==> src/rtl/uart_pkg.sv <==
// Shared UART types and helpers: FSM state encoding, bit-period divider, line idle level.
package uart_pkg;

  typedef enum logic [2:0] {
    ST_IDLE   = 3'd0,
    ST_START  = 3'd1,
    ST_DATA   = 3'd2,
    ST_PARITY = 3'd3,
    ST_STOP   = 3'd4
  } state_t;

  localparam logic LINE_IDLE = 1'b1;

  // Cycles per bit, truncated; callers must keep the result >= 2.
  function automatic int unsigned calc_div(input int unsigned clk_freq, input int unsigned baud);
    return clk_freq / baud;
  endfunction

endpackage

==> src/rtl/uart_tx_if.sv <==
// Byte-side handshake bundle of the UART transmitter (valid/ready plus status).
interface uart_tx_if #(
  parameter int unsigned DATA_BITS = 8
);
  logic [DATA_BITS-1:0] tx_data;
  logic                 tx_valid;
  logic                 tx_ready;
  logic                 tx_busy;
  logic                 tx_done;

  modport master (
    output tx_data, tx_valid,
    input  tx_ready, tx_busy, tx_done
  );

  modport slave (
    input  tx_data, tx_valid,
    output tx_ready, tx_busy, tx_done
  );
endinterface

==> src/rtl/uart_baud_tick.sv <==
// Bit-period counter 0..DIV-1 with synchronous clear; flags the last and second-to-last cycle.
module uart_baud_tick #(
  parameter int unsigned DIV = 10
) (
  input  logic sysclk,
  input  logic reset,
  input  logic clear,
  output logic tick_c,
  output logic pre_tick_c
);
  localparam int unsigned CW = $clog2(DIV);

  logic [CW-1:0] cnt;

  // Reloads to zero on the last cycle of a bit, so it never wraps on its own.
  always_ff @(posedge sysclk or posedge reset) begin
    if (reset)                cnt <= '0;
    else if (clear || tick_c) cnt <= '0;
    else                      cnt <= cnt + CW'(1);
  end

  assign tick_c     = (cnt == CW'(DIV - 1));
  assign pre_tick_c = (cnt == CW'(DIV - 2));

endmodule

==> src/rtl/uart_tx.sv <==
// 8N1 UART transmitter with valid/ready byte input and integer-divider bit timing.
// Define UART_TX_PARITY_EN to insert an even-parity bit between data and stop.
module uart_tx
  import uart_pkg::*;
#(
  parameter int unsigned CLK_FREQ  = 100_000_000,
  parameter int unsigned BAUD      = 9600,
  parameter int unsigned DATA_BITS = 8
) (
  input  logic      sysclk,
  input  logic      reset,
  uart_tx_if.slave  bus,
  output logic      UART_TX
);
  localparam int unsigned DIV = calc_div(CLK_FREQ, BAUD);
  localparam int unsigned IW  = (DATA_BITS > 1) ? $clog2(DATA_BITS) : 1;

  state_t               state, state_nxt;
  logic [DATA_BITS-1:0] shift_q, shift_nxt;
  logic [IW-1:0]        idx_q, idx_nxt;
  logic                 line_nxt, done_nxt;
  logic                 accept_c, last_bit_c, tick_c, pre_tick_c;
`ifdef UART_TX_PARITY_EN
  logic                 par_q;
`endif

  assign accept_c   = bus.tx_valid && (state == ST_IDLE);
  assign last_bit_c = (idx_q == IW'(DATA_BITS - 1));

  // Counter is held at zero while idle, so every bit starts a full period.
  uart_baud_tick #(.DIV(DIV)) u_tick (
    .sysclk     (sysclk),
    .reset      (reset),
    .clear      (state == ST_IDLE),
    .tick_c     (tick_c),
    .pre_tick_c (pre_tick_c)
  );

  always_ff @(posedge sysclk or posedge reset) begin
    if (reset) state <= ST_IDLE;
    else       state <= state_nxt;
  end

  always_comb begin
    state_nxt = state;
    case (state)
      ST_IDLE:   if (accept_c) state_nxt = ST_START;
      ST_START:  if (tick_c)   state_nxt = ST_DATA;
`ifdef UART_TX_PARITY_EN
      ST_DATA:   if (tick_c && last_bit_c) state_nxt = ST_PARITY;
      ST_PARITY: if (tick_c)   state_nxt = ST_STOP;
`else
      ST_DATA:   if (tick_c && last_bit_c) state_nxt = ST_STOP;
`endif
      ST_STOP:   if (tick_c)   state_nxt = ST_IDLE;
      default:   state_nxt = ST_IDLE;
    endcase
  end

  // Line value is derived from the next state so UART_TX can be a plain flop.
  always_comb begin
    shift_nxt    = shift_q;
    idx_nxt      = idx_q;
    line_nxt     = LINE_IDLE;
    done_nxt     = 1'b0;
    bus.tx_ready = (state == ST_IDLE);
    bus.tx_busy  = (state != ST_IDLE);

    if (accept_c) begin
      shift_nxt = bus.tx_data;
      idx_nxt   = '0;
    end
    if ((state == ST_DATA) && tick_c) begin
      shift_nxt = shift_q >> 1;
      idx_nxt   = last_bit_c ? '0 : idx_q + IW'(1);
    end

    case (state_nxt)
      ST_START:  line_nxt = 1'b0;
      ST_DATA:   line_nxt = shift_nxt[0];
`ifdef UART_TX_PARITY_EN
      ST_PARITY: line_nxt = par_q;
`endif
      default:   line_nxt = LINE_IDLE;
    endcase

    // Registered one cycle early so the pulse lands on the stop bit's last cycle.
    done_nxt = (state == ST_STOP) && pre_tick_c;
  end

  always_ff @(posedge sysclk or posedge reset) begin
    if (reset) begin
      shift_q     <= '0;
      idx_q       <= '0;
      UART_TX     <= LINE_IDLE;
      bus.tx_done <= 1'b0;
    end else begin
      shift_q     <= shift_nxt;
      idx_q       <= idx_nxt;
      UART_TX     <= line_nxt;
      bus.tx_done <= done_nxt;
    end
  end

`ifdef UART_TX_PARITY_EN
  always_ff @(posedge sysclk or posedge reset) begin
    if (reset)         par_q <= 1'b0;
    else if (accept_c) par_q <= ^bus.tx_data;
  end
`endif

endmodule

==> src/flat_wrapper.sv <==
// flat-port wrapper written by rule: the top's interface ports become plain ports
module uart_tx_flat import uart_pkg::*;
#(
  parameter int unsigned CLK_FREQ  = 100_000_000,
  parameter int unsigned BAUD      = 9600,
  parameter int unsigned DATA_BITS = 8
)
  (sysclk, reset, UART_TX, bus_tx_data, bus_tx_valid, bus_tx_ready, bus_tx_busy, bus_tx_done);
  uart_tx_if #(.DATA_BITS(DATA_BITS)) bus_i ();
  input  logic sysclk;
  input  logic reset;
  output logic UART_TX;
  input wire logic [$bits(bus_i.tx_data)-1:0] bus_tx_data;
  input wire logic [$bits(bus_i.tx_valid)-1:0] bus_tx_valid;
  output wire logic [$bits(bus_i.tx_ready)-1:0] bus_tx_ready;
  output wire logic [$bits(bus_i.tx_busy)-1:0] bus_tx_busy;
  output wire logic [$bits(bus_i.tx_done)-1:0] bus_tx_done;
  assign bus_i.tx_data = bus_tx_data;
  assign bus_i.tx_valid = bus_tx_valid;
  assign bus_tx_ready = bus_i.tx_ready;
  assign bus_tx_busy = bus_i.tx_busy;
  assign bus_tx_done = bus_i.tx_done;
  uart_tx #(.CLK_FREQ(CLK_FREQ), .BAUD(BAUD), .DATA_BITS(DATA_BITS)) u_core (.sysclk(sysclk), .reset(reset), .bus(bus_i), .UART_TX(UART_TX));
endmodule
==> config.mk <==
export PLATFORM = sky130hd
export DESIGN_NAME = uart_tx_flat
export DESIGN_NICKNAME = d
export VERILOG_FILES = /design/src/rtl/uart_pkg.sv /design/src/rtl/uart_tx_if.sv /design/src/rtl/uart_baud_tick.sv /design/src/rtl/uart_tx.sv /design/src/flat_wrapper.sv
export SDC_FILE = /design/constraint.sdc
export NUM_CORES = 1
export LEC_CHECK = 0
export ABC_AREA = 1
export CAP_MARGIN = 40
export CORE_MARGIN = 5
export CORE_UTILIZATION = 26
export CTS_BUF_LIST = sky130_fd_sc_hd__clkbuf_8 sky130_fd_sc_hd__clkbuf_16
export DETAILED_ROUTE_END_ITERATION = 10
export GPL_TIMING_DRIVEN = 0
export HOLD_SLACK_MARGIN = 0.08
export SYNTH_ARGS = -nofsm -noshare
export SYNTH_HDL_FRONTEND = slang
export SYNTH_HIERARCHICAL = 1
export SYNTH_SLANG_ARGS = --single-unit
==> constraint.sdc <==
create_clock -name sysclk -period 4.1 [get_ports sysclk]
set_input_delay 0.615 -clock sysclk [delete_from_list [all_inputs] [get_ports sysclk]]
set_output_delay 0.615 -clock sysclk [all_outputs]
set_load 0.03 [all_outputs]
==> run summary, run 1 <==
sequential-to-total area share from yosys stat - 47.2%
worst rel slew slack - 57.8%
setup bufs post-CTS - 0
post-synthesis mux area share - 0%
gr usage total - 8.74%
Remaining DRCs - 0
PortBufs - 14
drt via density - 4.32
FMAX - 422 MHz
largest net degree at the start of global routing - 17
mapped cell area - 0.00159 sq mm
wire length per cell - 10.0 um
CP Capture Type - output port
simple-gate portion of the synthesized area - 33.4%
crit path DAT - 1.76 ns
DP Area - 0.00183 sq mm
Initial Util - 26.8%
Slew @ Worst Pin - 0.633 ns
worst skew pair latency - 0.28 ns
Leakage - 0.907 nW
Root Driver - clkbuf_8
clk_skew - 0.00790 ns
maximum vdd drop - 0.188 mV
post-synthesis compound-gate area fraction - 4.71%
period utilization - 57.8%
Yosys cell types - 25
total grt overflow - 0
Setup TNS Final - 0 ns
max-slew violations - 0
cts bufs inserted - 5
die area - 0.00780 sq mm
Ant. Diodes - 0
Clock Sinks - 30
initial DRC count - 32
Die X - 88.3 um
placed cell count - 283
via count - 1,257
CTS max path bufs - 2
number of global-route vias before repair - 1,269
Final Power - 0.000553 W
Synth Area per Inst - 8.22 sq um
Yosys reg bits - 30
first-pass GRT wire length - 5260 um
final instance area - 0.00192 sq mm
critical path fanouts, max - 4
unrepaired setup endpoints after global routing - no
Clk pin slew, worst setup/hold paths - 0.06 ns
Filler Cell Count - 636
min cycle time layout - 2.37 ns
post-route antenna net violation count - 0
Final Setup Violations - 0
initial antenna violation count - 0
area grow syn2layout - 20.4%
Power Density - 288 mW/mm^2
Max-Cap Viols - 0
cts hold-fix bufs - 0
final cell count without fillers - 291
startpoint types - flip-flop
share of layout cells above drive strength 1 - 10.6%
# H-tree levels - 2
core box area - 0.00596 sq mm
r2r setup slk - 2.20 ns
routability congestion estimate - 0.783
cell row count - 28
Final Hold Viols - 0
WL final - 2920 um
TritonCTS clock tree - built
XOR/XNOR Fraction of Synth Area - 3.85%
Post-CTS Resized - 0
main combinational cell family by area after synthesis - simple AND/OR/NAND/NOR gates
nets@finish - 231
DP Wirelength - 2180 um
status - completed
io pins - 15
First-pass DRT Iterations - 4
Crit Path Category - flip-flop to output port
adder-cell share of the synthesized area - 3.92%
Cells after Synth - 194
height of the chip - 88.3 um
hold crit path type - flip-flop to flip-flop
Synth Warn # - 6
Post-Syn Nets - 210
CP required - 3.48 ns
==> cell type report <==
cell class	instances	area, sq um	area share (%)
plain buffers	1	11.3	0.587
inverters	26	98.8	5.15
repair buffers	14	140	7.30
well taps	75	93.8	4.89
clock buffers	6	82.6	4.30
flip-flops and latches	30	752	39.2
clock inverters	2	8.76	0.456
multi-input cells	137	732	38.1
==> path summary, 6_finish.rpt <==
path	from	to	depth (start not counted)
min in group asynchronous	reset	u_core/u_tick/cnt[1]$_DFF_PP0_	2
min	u_core/shift_q[7]$_DFFE_PP0P_	u_core/shift_q[7]$_DFFE_PP0P_	2
max in group asynchronous	reset	u_core/shift_q[0]$_DFF_PP0_	2
max reg2reg	u_core/u_tick/cnt[0]$_DFF_PP0_	u_core/shift_q[6]$_DFFE_PP0P_	10
max	u_core/state[2]$_DFF_PP0_	bus_tx_ready	4
min reg2reg	u_core/shift_q[7]$_DFFE_PP0P_	u_core/shift_q[7]$_DFFE_PP0P_	2
==> cell usage in the layout, fill, tap and decap left out, types with 2 or more instances in the layout <==
cell type,n
nand2_1,49
o22ai_1,6
ha_1,5
clkbuf_8,6
clkinv_2,2
nand3_1,9
xor2_1,5
dfrtp_1,29
nand3_2,2
nor2_1,39
nand2_2,3
clkdlybuf4s50_1,14
nand3_4,2
nor2_4,2
nand4_1,6
xnor2_1,2
inv_1,25
==> metrics by stage <==
step                      hold WS, ns  setup slack (ns)  util [%]
after detailed placement        0.462              2.01      30.7
after global placement          0.456              2.00      30.7
after CTS                       0.479              1.68      32.2
final                           0.482              1.73      32.2
after floorplan                 0.442              2.38         -
after global routing            0.502              1.61      32.2
==> cells in the mapped netlist (all sizes together) <==
cell,instances,area (sq um)
buf,1,11.3
dfstp,1,26.3
o21ai,1,5.00
nand4,6,37.5
a21oi,1,5.00
clkinv,1,5.00
nand2,53,214
o31ai,1,7.51
xnor2,2,17.5
inv,25,93.8
nand3,13,100
nor4,1,6.26
xor2,5,43.8
o22ai,7,57.6
ha,5,62.6
nor2,42,175
dfrtp,29,726
==> cells by family after synthesis <==
group	count (synthesis)
AO/OA/AOI/OAI	10
XOR/XNOR	7
adder cells (fa/ha/maj)	5
buffers and inverters	27
flip-flops	30
AND/OR/NAND/NOR	115
==> power breakdown <==
part | switching (W) | internal [W]
clock network | 0.000108 | 0.000133
registers | 0 | 0.000296
logic | 0.00000763 | 0.00000845
==> worst max-delay path: stages, from the launching register on <==
cell	delay, ns
dfrtp_1	0.44
nor2_4	0.18
nand2_1	0.10
inv_1	0.08
clkdlybuf4s50_1	0.67
==> per-layer routing <==
layer | routed length, um | GRT usage [%] | vias to the layer above
met3 | 107 | 2.51 | 7
met4 | 63 | 4.53 | 0
met5 | 0 | 0 | -
met2 | 1380 | 15.2 | 18
met1 | 1360 | 9.68 | 582
li1 | - | - | 650
==> state kept, by name (all words and copies together), names as in the netlist <==
signal              cells
u_core/u_tick/cnt      14
u_core/shift_q          8
u_core/idx_q            3
u_core/state            3
u_core/UART_TX          1
u_core/bus.tx_done      1
(Power assumes the default switching activity.)
==> run 2: changes to the inputs <==
==> constraint.sdc (replaced) <==
create_clock -name sysclk -period 1.9 [get_ports sysclk]
set_input_delay 0.285 -clock sysclk [delete_from_list [all_inputs] [get_ports sysclk]]
set_output_delay 0.285 -clock sysclk [all_outputs]
set_load 0.03 [all_outputs]
==> run 2 against run 1 <==
  * Die area unchanged
  * Count of clock-buffer cells in the layout did not move
  * Setup slack got worse by 1.6 ns
  * Non-clock buffer count rose by 1
  * Flip-flop and latch count unchanged
  * Critical endpoint unchanged
==> run summary, run 2 (synthesis results as in run 1) <==
hold crit path type - primary input to asynchronous set/reset pin
max reg flops - 14 (unchanged)
Remaining DRCs - 0 (unchanged)
Die X - 88.3 um (unchanged)
die area - 0.00780 sq mm (unchanged)
min cycle time layout - 1.76 ns
unrepaired setup endpoints after global routing - no
drt via density - 4.31 (-0.26%)
Setup TNS Final - 0 ns (unchanged)
period utilization - 92.8%
Max-Cap Viols - 0 (unchanged)
cts bufs inserted - 5 (unchanged)
wire length per cell - 10.0 um (about the same)
Largest regs - u_core/u_tick/cnt (14), u_core/shift_q (8)
Clk pin slew, worst setup/hold paths - 0.06 ns (about the same)
DP Wirelength - 2180 um (unchanged)
io pins - 15 (unchanged)
Slew @ Worst Pin - 0.633 ns (unchanged)
initial DRC count - 34 (+6.3%)
crit path DAT - 1.48 ns (-0.28 ns)
startpoint types - flip-flop
post-route antenna net violation count - 0 (unchanged)
gr usage total - 8.74% (unchanged)
maximum vdd drop - 0.405 mV (+120%)
Buf/Inv on CP - 2 (unchanged)
most frequent cells in the layout - 49 x nand2_1, 39 x nor2_1, 27 x dfrtp_1, 24 x inv_1, 12 x clkdlybuf4s50_1
TritonCTS clock tree - built
core box area - 0.00596 sq mm (unchanged)
critical path fanouts, max - 4 (unchanged)
FMAX - 567 MHz
routability congestion estimate - 0.783 (unchanged)
worst reg2reg path depth - 10 (unchanged)
Power Density - 618 mW/mm^2 (+110%)
nets@finish - 232 (+0.43%)
number of global-route vias before repair - 1,269 (unchanged)
Final Setup Violations - 0 (unchanged)
Leakage - 0.908 nW (+0.13%)
height of the chip - 88.3 um (unchanged)
clk_skew - 0.00790 ns (+0.00000222 ns)
Ant. Diodes - 0 (unchanged)
status - completed
Crit path largest cell delay - 0.44 ns (-0.23 ns)
Final Hold Viols - 0 (unchanged)
PortBufs - 14 (unchanged)
# H-tree levels - 2 (unchanged)
total grt overflow - 0 (unchanged)
cell row count - 28 (unchanged)
worst skew pair latency - 0.28 ns (about the same)
via count - 1,258 (+0.080%)
first-pass GRT wire length - 5260 um (unchanged)
max-slew violations - 0 (unchanged)
CP Capture Type - output port
r2r setup slk - 0.18 ns (-2.02 ns)
commonest non-fill, non-tap cell in the layout - nand2_1
CP required - 1.62 ns (-1.86 ns)
R2R Path Start - u_core/u_tick/cnt[1]$_DFF_PP0_
Initial Util - 26.8% (unchanged)
Root Driver - clkbuf_8
area grow syn2layout - 21.0%
largest net degree at the start of global routing - 17 (unchanged)
delay-heaviest family, CP - buffers and inverters
reg-to-reg endpoint - u_core/shift_q[6]$_DFFE_PP0P_
CTS max path bufs - 2 (unchanged)
WL final - 2930 um (+0.34%)
Hold WS - 0.385 ns (-0.0961 ns)
Clock Sinks - 30 (unchanged)
Crit Path Category - flip-flop to output port
CP cell instances - nor2_4 > nand2_1 > inv_1 > dlygate4sd2_1
worst rel slew slack - 57.8% (unchanged)
critical path's slowest cell - dfrtp_1
Largest Register - u_core/u_tick/cnt
initial antenna violation count - 0 (unchanged)
share of layout cells above drive strength 1 - 12.9% (+2.3 points)
cts hold-fix bufs - 0 (unchanged)
First-pass DRT Iterations - 4 (unchanged)
run 2: worst max path at each step:
stage	startpoint	to	cells after the start
global route	u_core/state[2]$_DFF_PP0_	bus_tx_ready	4
finish	u_core/state[2]$_DFF_PP0_	bus_tx_ready	4
global placement	u_core/u_tick/cnt[0]$_DFF_PP0_	u_core/idx_q[0]$_DFFE_PP0P_	10
floorplan	u_core/u_tick/cnt[0]$_DFF_PP0_	u_core/idx_q[0]$_DFFE_PP0P_	10
detailed placement	u_core/u_tick/cnt[0]$_DFF_PP0_	u_core/shift_q[6]$_DFFE_PP0P_	10
CTS	u_core/u_tick/cnt[0]$_DFF_PP0_	u_core/shift_q[6]$_DFFE_PP0P_	10
run 2: what timing repair did:
| item | CTS | global route |
|---|---|---|
| setup endpoints to repair | 2 | 12 |
| resized for setup | 2 | 4 |
| buffers inserted | 0 | 1 |
run 2: per-layer routing:
layer | vias up | track usage [%] | routed length (um)
li1 | 652 | - | -
met1 | 580 | 9.68 | 1340
met2 | 19 | 15.2 | 1410
met3 | 7 | 2.51 | 116
met4 | 0 | 4.53 | 63
met5 | - | 0 | 0
run 2: through the flow:
step	instances	cell area (sq um)	util, %	setup WS [ns]	power (W)
after global placement	283	1830	30.7	0.0373	0.000687
after global routing	292	1930	32.4	0.0145	0.00125
after CTS	291	1920	32.2	0.00780	0.00122
after floorplan	194	1590	-	0.279	0.000661
after detailed placement	283	1830	30.7	0.0189	0.000687
final	292	1930	32.4	0.137	0.00119
run 2: final cells by class:
| class | count | area [sq um] |
|---|---|---|
| plain buffers | 1 | 11.3 |
| clock buffers | 6 | 82.6 |
| clock inverters | 2 | 8.76 |
| fillers | 639 | 4030 |
| inverters | 26 | 98.8 |
| multi-input cells | 137 | 734 |
| flip-flops and latches | 30 | 754 |
| well taps | 75 | 93.8 |
| repair buffers | 15 | 145 |
run 2: where the power goes:
part	total, W	internal, W	switching, W
Sequential	0.000639	0.000639	0
Clock	0.000520	0.000286	0.000233
Combinational	0.0000346	0.0000182	0.0000163
Total	0.00119	0.000943	0.000250
==> run 3: changes to the inputs <==
--- a/config.mk
+++ b/config.mk
@@ -8,7 +8,7 @@
 export ABC_AREA = 1
 export CAP_MARGIN = 40
 export CORE_MARGIN = 5
-export CORE_UTILIZATION = 26
+export CORE_UTILIZATION = 34
 export CTS_BUF_LIST = sky130_fd_sc_hd__clkbuf_8 sky130_fd_sc_hd__clkbuf_16
 export DETAILED_ROUTE_END_ITERATION = 10
 export GPL_TIMING_DRIVEN = 0
==> run 3 against run 2 <==
  * Clock power about the same
  * Flip-flop and latch count unchanged
  * Worst hold slack worse by 0.011 ns
  * Wire length up 6.9%
  * Utilization up 9.4 points
  * Cell area up 0.19%
  * Critical path depth up 5
  * Fmax up 0.13%
  * Sequential share of layout area down 0.076 points
  * Combinational power down 1%
  * Critical path type is now flip-flop to flip-flop
==> run summary, run 3 (synthesis results as in run 1) <==
CP most frequent cell - nor2_1
CP Capture Type - flip-flop
Reg area - 754 sq um (unchanged)
die area - 0.00616 sq mm (-21%)
unrepaired setup endpoints after global routing - no
status - completed
Clock Sinks - 30 (unchanged)
Multi-input gate area - 734 sq um (unchanged)
worst reg2reg path depth - 9 (-1)
drt via density - 4.58 (+6.3%)
max-slew violations - 0 (unchanged)
crit path DAT - 1.93 ns (+0.45 ns)
wire length per cell - 11.4 um (+13%)
area grow syn2layout - 21.3%
Slew @ Worst Pin - 0.597 ns (-0.0358 ns)
hold crit path type - primary input to asynchronous set/reset pin
DP Wirelength - 2280 um (+4.6%)
io pins - 15 (unchanged)
maximum vdd drop - 0.356 mV (-12%)
period utilization - 92.7% (-0.12 points)
nets@finish - 236 (+1.7%)
cell row count - 25 (-11%)
total grt overflow - 0 (unchanged)
cts bufs inserted - 5 (unchanged)
Max-Cap Viols - 0 (unchanged)
Remaining DRCs - 0 (unchanged)
initial DRC count - 57 (+68%)
Ant. Diodes - 0 (unchanged)
pre-CTS setup slack - -0.0317 ns (-0.0506 ns)
number of global-route vias before repair - 1,246 (-1.8%)
Power Density - 619 mW/mm^2 (about the same)
Crit Path Category - flip-flop to flip-flop
critical path fanouts, max - 7 (+3)
via count - 1,259 (+0.079%)
height of the chip - 78.5 um (-11%)
Crit path largest cell delay - 0.41 ns (-0.03 ns)
max reg flops - 14 (unchanged)
Psw - 0.000253 W (+1.1%)
Setup TNS Final - 0 ns (unchanged)
CP cell instances - ha_2 > nand3_2 > nor2_1 > nand2_1 > inv_2 > nand3_4 > buf_4 > o22ai_1 > nor2_1
Die X - 78.5 um (-11%)
Filler Cell Count - 474 (-26%)
critical path's slowest cell - dfrtp_2
clk_skew - 0.00284 ns (-0.00506 ns)
post-route antenna net violation count - 0 (unchanged)
first-pass GRT wire length - 5380 um (+2.4%)
Clk pin slew, worst setup/hold paths - 0.06 ns (about the same)
core box area - 0.00463 sq mm (-22%)
Internal - 0.000943 W (about the same)
Root Driver - clkbuf_8
Final Hold Viols - 0 (unchanged)
gr usage total - 11.3% (+2.5 points)
initial antenna violation count - 0 (unchanged)
clock share of power - 43.7% (about the same)
Leakage - 0.925 nW (+1.8%)
TritonCTS clock tree - built
routability congestion estimate - 0.839 (+7.2%)
startpoint types - flip-flop
share of layout cells above drive strength 1 - 14.5% (+1.6 points)
Final Setup Violations - 0 (unchanged)
WL final - 3130 um (+6.9%)
Sw Ratio - 21.1% (+0.18 points)
Largest Register - u_core/u_tick/cnt
FMAX - 568 MHz (+0.13%)
Largest regs - u_core/u_tick/cnt (14), u_core/shift_q (8)
commonest non-fill, non-tap cell in the layout - nand2_1
CP required - 2.07 ns (+0.45 ns)
worst skew pair latency - 0.28 ns (about the same)
worst rel slew slack - 60.2% (+2.4 points)
final setup margin - 0.139 ns (+0.00231 ns)
Flop pwr share - 53.4% (about the same)
most frequent cells in the layout - 49 x nand2_1, 39 x nor2_1, 27 x dfrtp_1, 24 x inv_1, 12 x clkdlybuf4s50_1
largest net degree at the start of global routing - 17 (unchanged)
PortBufs - 14 (unchanged)
Comb power frac - 2.8% (about the same)
# H-tree levels - 2 (unchanged)
min cycle time layout - 1.76 ns (-0.00231 ns)
Initial Util - 34.4% (+7.7 points)
CTS max path bufs - 2 (unchanged)
First-pass DRT Iterations - 4 (unchanged)
[run 3: path summary, 6_finish.rpt]
path                                                     start                        endpoint  slack (ns)
worst max-delay path            u_core/u_tick/cnt[0]$_DFF_PP0_   u_core/shift_q[4]$_DFFE_PP0P_        0.14
worst min-delay path                                     reset  u_core/u_tick/cnt[9]$_DFF_PP0_        0.37
worst max register to register  u_core/u_tick/cnt[0]$_DFF_PP0_   u_core/shift_q[4]$_DFFE_PP0P_        0.14
worst min register to register     u_core/idx_q[1]$_DFFE_PP0P_     u_core/idx_q[1]$_DFFE_PP0P_        0.48
max in group asynchronous                                reset   u_core/shift_q[4]$_DFFE_PP0P_        1.12
min in group sysclk                u_core/idx_q[1]$_DFFE_PP0P_     u_core/idx_q[1]$_DFFE_PP0P_        0.48
[run 3: power by group through the flow]
stage | sequential, W | combinational, W | clock (W)
floorplan | 0.000651 | 0.0000101 | 0
global placement | 0.000651 | 0.0000356 | 0
detailed placement | 0.000651 | 0.0000355 | 0
CTS | 0.000639 | 0.0000356 | 0.000549
global route | 0.000638 | 0.0000390 | 0.000572
finish | 0.000639 | 0.0000341 | 0.000523
[run 3: critical path, delay by kind of cell (launching register included)]
family                     cells  cell delay (ns)
buffers and inverters          2             0.31
adders and majority gates      1             0.22
and+or+nand+nor                5             0.54
AOI/OAI and AO/OA              1             0.16
DFF                            1             0.41
[run 3: cell type report]
cell class	count	share of cell area (%)
multi-input cells	137	38.0
well taps	54	3.50
inverters	26	5.11
clock inverters	2	0.453
repair buffers	19	9.06
plain buffers	1	0.583
clock buffers	6	4.27
flip-flops and latches	30	39.0
[run 3: what timing repair did]
action                     in CTS  in global routing
setup buffers                   0                  5
resized for setup               4                  2
pin swaps                       0                  1
hold buffers                    0                  0
setup endpoints to repair       7                  6
[run 3: routing by layer]
layer | wire [um] | track usage (%) | vias to the layer above
li1 | - | - | 658
met1 | 1390 | 12.7 | 577
met2 | 1580 | 19.6 | 19
met3 | 119 | 3.44 | 5
met4 | 44 | 4.90 | 0
met5 | 0 | 0 | -
[run 3: metrics by stage]
| step | instances | utilization (%) | hold slack, ns | total power, W | area (sq um) |
|---|---|---|---|---|---|
| after global routing | 275 | 41.8 | 0.469 | 0.00125 | 1930 |
| after detailed placement | 262 | 38.9 | 0.468 | 0.000686 | 1800 |
| after CTS | 270 | 40.9 | 0.392 | 0.00122 | 1890 |
| after floorplan | 194 | - | 0.174 | 0.000661 | 1590 |
| final | 275 | 41.8 | 0.374 | 0.00120 | 1930 |
| after global placement | 262 | 38.9 | 0.459 | 0.000686 | 1800 |
